$ cat config.mk
export PLATFORM = sky130hd
export DESIGN_NAME = aes_byte_loader
export DESIGN_NICKNAME = d
export VERILOG_FILES = /design/src/rtl/aes_byte_loader.sv
export SDC_FILE = /design/constraint.sdc
export NUM_CORES = 1
export LEC_CHECK = 0
export ABC_AREA = 1
export BUFFER_PORTS_ARGS = -buffer_cell sky130_fd_sc_hd__clkbuf_2
export CAP_MARGIN = 25
export CORE_MARGIN = 2
export CORE_UTILIZATION = 31
export DETAILED_ROUTE_END_ITERATION = 10
export HOLD_SLACK_MARGIN = 0.05
export PLACE_DENSITY = 0.5
export SETUP_SLACK_MARGIN = 0.4
export SKIP_CTS_REPAIR_TIMING = 1
export SLEW_MARGIN = 20
export SYNTH_ARGS = -nofsm -noshare
export SYNTH_HDL_FRONTEND = slang
export SYNTH_SLANG_ARGS = --single-unit
$ cat constraint.sdc
create_clock -name clk -period 13.2 [get_ports clk]
set_input_delay 3.96 -clock clk [delete_from_list [all_inputs] [get_ports clk]]
set_output_delay 3.96 -clock clk [all_outputs]
set_load 0.1 [all_outputs]
$ cat src/rtl/aes_byte_loader.sv
`default_nettype none
// ============================================================================
// Module      : aes_byte_loader
// Description : Packs a byte-serial stream into 128-bit blocks and hands them
//               to the AES core over valid/ready, with one block of buffering.
// Revision    : 1.0 - initial release
// ============================================================================
module aes_byte_loader #(
  parameter int BLOCK_BYTES = 16,
  parameter int CNT_W       = 5
) (
  input  logic                       clk,
  input  logic                       rst,
  input  logic                       clear,
  input  logic                       in_valid,
  output logic                       in_ready,
  input  logic [7:0]                 in_data,
  output logic                       blk_valid,
  input  logic                       blk_ready,
  output logic [8*BLOCK_BYTES-1:0]   blk_data,
  output logic [7:0]                 blk_count
);

  localparam int               BLOCK_W = 8 * BLOCK_BYTES;
  localparam logic [CNT_W-1:0] c_full  = CNT_W'(BLOCK_BYTES);
  localparam logic [CNT_W-1:0] c_last  = CNT_W'(BLOCK_BYTES - 1);

  logic [CNT_W-1:0]   r_cnt;
  logic [BLOCK_W-1:0] r_shreg;
  logic [BLOCK_W-1:0] r_blk_data;
  logic               r_blk_valid;
  logic [7:0]         r_blk_count;

  logic               w_accept;
  logic               w_slot_free;
  logic               w_pend;
  logic               w_load_fill;
  logic               w_load_pend;
  logic [BLOCK_W-1:0] w_shreg_next;

  // State is implied by the fill count: c_full means a finished block is
  // parked in the shift register waiting for the output slot.
  assign in_ready     = !rst && (r_cnt < c_full);
  assign w_accept     = in_valid && in_ready && !clear;
  assign w_slot_free  = !r_blk_valid || blk_ready;
  assign w_pend       = (r_cnt == c_full);
  assign w_shreg_next = {r_shreg[BLOCK_W-9:0], in_data};
  assign w_load_fill  = w_accept && (r_cnt == c_last) && w_slot_free;
  assign w_load_pend  = w_pend && w_slot_free && !clear;

  always_ff @(posedge clk or posedge rst) begin
    if (rst) begin
      r_cnt       <= '0;
      r_shreg     <= '0;
      r_blk_data  <= '0;
      r_blk_valid <= 1'b0;
      r_blk_count <= 8'd0;
    end else begin
      if (w_accept) begin
        r_shreg <= w_shreg_next;
      end

      if (clear || w_load_pend) begin
        r_cnt <= '0;
      end else if (w_accept) begin
        if (r_cnt == c_last) begin
          r_cnt <= w_slot_free ? '0 : c_full;
        end else begin
          r_cnt <= r_cnt + CNT_W'(1);
        end
      end

      // A new block takes priority over retiring the old one, so a
      // consume-and-complete edge keeps blk_valid high.
      if (w_load_fill || w_load_pend) begin
        r_blk_data  <= w_load_fill ? w_shreg_next : r_shreg;
        r_blk_valid <= 1'b1;
        r_blk_count <= r_blk_count + 8'd1;
      end else if (blk_ready) begin
        r_blk_valid <= 1'b0;
      end
    end
  end

  assign blk_valid = r_blk_valid;
  assign blk_data  = r_blk_data;
  assign blk_count = r_blk_count;

endmodule
`default_nettype wire

==> flow_summary.ini <==
[drt]
highest_layer = met4
antenna_left = 0
dr_wl_met2_mm = 16.2
first_iter_violations = 788
drt-total-wl_mm = 35.0
vias = 10400
first_pass_iters = 6
met1_length_mm = 16.7
met3WireLength_mm = 1.40
viasPerCell = 4.84
wire_per_inst_um = 16.3
drc_errors = 0

[clock_network]
root_buffer = clkbuf_16
ctsHtreeMaxLevel = 1
clock_latency_ps = 580
cts.path.max_buffers = 3
cts.sinks = 270
cts_tree = done
cts-buffers-inserted = 31
cts.clk_slew.worst_paths_ps = 60

[placement]
dp_hpwl_mm = 21.5
portBuffers = 150
gp_congestion = 0.795

[synth]
synth-edff-count = 0
synth_top_area_share = 0.548
synth_top_flop_cell = dfrtp_1
synth-async-reset-ratio = 1.00
synth_seq_area_share = 0.548
synthTopCellsByArea = dfrtp_1 (55%), nand2_1 (17%), nand4_1 (6.6%), nand3_1 (5.5%), o21ai_0 (5.4%)
syn_inst = 1513
syn-num-nets = 1529
ys_warn_count = 0
yosysTopAreaCell = dfrtp_1
synth_area_mm2 = 0.0123
synth.avg_cell_area_um2 = 8.15
synth_seq_cells = 270
synth_cell_types = 22

[sta]
tns_ps = 0
slew_viol_final = 0
fin_skew_ps = 11.3
rsz0062_at_grt = false
fin_crit_sh = 0.656
fin_hold_ws_ps = 476
fin_crit_ps = 8660
tightest_slew_ps = 1030
relSlewSlack = 0.312
fmax_ghz = 0.115
setup_violations = 0
hold_viol = 0

[min_path]
hold_path_startpoint = blk_data[105]$_DFFE_PP0P_
hp-class = flop to flop
hold_depth = 2
whs_endpoint = blk_data[105]$_DFFE_PP0P_

[floorplanning]
die-area_mm2 = 0.0414
rows = 73
die_w_um = 203
start_util = 0.312
fp.coreArea_mm2 = 0.0395
io_pins = 151
die_y_um = 203

[setup_path]
worstSetupPathType = primary input to output pin
rr_worst_depth = 10
cp_max_fo = 2
crit_required_ps = 9240
cp-start-kind = primary input
r2r_start = r_cnt[4]$_DFFE_PP0P_
r2r_end = blk_data[0]$_DFFE_PP0P_
worst_ep_arrival_time_ps = 4700
reg2reg_slack_ps = 8750
end_kind = output pin

[global_route]
gr-usage-all-layers = 0.169
gr-total-overflow = 0
grt_pass1_wl_mm = 56.7
antenna_found_initial = 0
grt_max_degree = 168
grt_pass1_vias = 10200

[power]
cellLeakagePower_nw = 7.64
irDropWorstVdd_v = 0.0000833
power_density_mw_per_mm2 = 140

[run_status]
status = finished clean

[final_layout]
antenna_cells = 0
fin_util = 0.364
drive_gt1_frac = 0.138
area_delta_synth_final_pct = 16.6
finalNetCount = 1611

[run]
timing.max_cap.violations = 0
-- power breakdown --
group / internal (mW) / switching (mW) / leakage, nW / total, mW
logic: 0.0496 / 0.131 / 3.63 / 0.181
clock network: 0.539 / 0.357 / 0.535 / 0.897
registers: 0.898 / 0.0390 / 3.47 / 0.937
total: 1.49 / 0.528 / 7.64 / 2.02
-- cells in the final DEF (no fill, tap or decap), types with 8 or more instances in the layout --
cell type  synthesis  final
nand3_1          135    135
clkbuf_16          0     31
clkbuf_8           0      9
nand4_1          130    130
clkinv_2           0      8
inv_1            149    149
clkbuf_2           0    150
o21ai_0          132    132
buf_4             13     10
nand2_1          556    555
dfrtp_1          270    270
nor2_1             8      8
-- layer usage --
metal | vias to the layer above | global-route usage
met5 | - | 0
li1 | 5045 | -
met1 | 5079 | 0.245
met3 | 47 | 0.0217
met4 | 0 | 0.0430
met2 | 212 | 0.267
-- stage by stage --
step                power (mW)  cells  instance area (um2)  setup slack [ps]
CTS                       2.04   2145                14400              4530
global placement          1.14   2086                13300              4260
detailed placement        1.14   2087                13300              4410
global route              2.12   2145                14400              4460
finish                    2.02   2145                14400              4540
floorplan                 1.07   1513                12300              4000
-- how the worst max path moves through the flow --
stage               slack (ps)                        to  depth (start not counted)  startpoint
CTS                       4530                  in_ready                          3         rst
detailed placement        4410   blk_data[6]$_DFFE_PP0P_                         11         rst
finish                    4540                  in_ready                          3         rst
floorplan                 4000                  in_ready                          1         rst
global placement          4260  blk_data[48]$_DFFE_PP0P_                         10         rst
global route              4460                  in_ready                          3         rst
-- logic make-up (layout without fill, tap and decap cells) --
logic type                 after synthesis  after routing  share of synthesized area
DFF                                    270            270                      0.548
and+or+nand+nor                        835            835                      0.296
adders and majority gates                3              3                    0.00305
AOI/OAI and AO/OA                      134            134                     0.0544
buffers and inverters                  266            373                     0.0945
xor gates and xnor gates                 5              5                    0.00355
-- critical path, cell delays in order --
cell	delay, ps
clkbuf_2	130
nor2_1	130
clkbuf_2	480
-- final cells by class --
type	instances	area, um2
Clock buffer	45	918
Clock inverter	13	148
Fill cell	4266	25100
Timing Repair Buffer	162	873
Tap cell	525	657
Sequential cell	270	6760
Multi-Input combinational cell	977	4430
Inverter	153	584
-- sequential cells by signal, summed over array words and instances (netlist names) --
signal	flops
r_shreg	128
blk_valid	1
blk_data	128
r_cnt	5
blk_count	8
-- Yosys cell counts, types with 4 or more instances --
| library cell | number |
|---|---|
| buf_2 | 52 |
| buf_4 | 13 |
| buf_6 | 7 |
| clkbuf_1 | 38 |
| dfrtp_1 | 270 |
| inv_1 | 149 |
| inv_2 | 4 |
| nand2_1 | 556 |
| nand3_1 | 135 |
| nand4_1 | 130 |
| nor2_1 | 8 |
| o21ai_0 | 132 |
| xor2_1 | 5 |
Note: power is estimated with default switching activity, not from simulation.
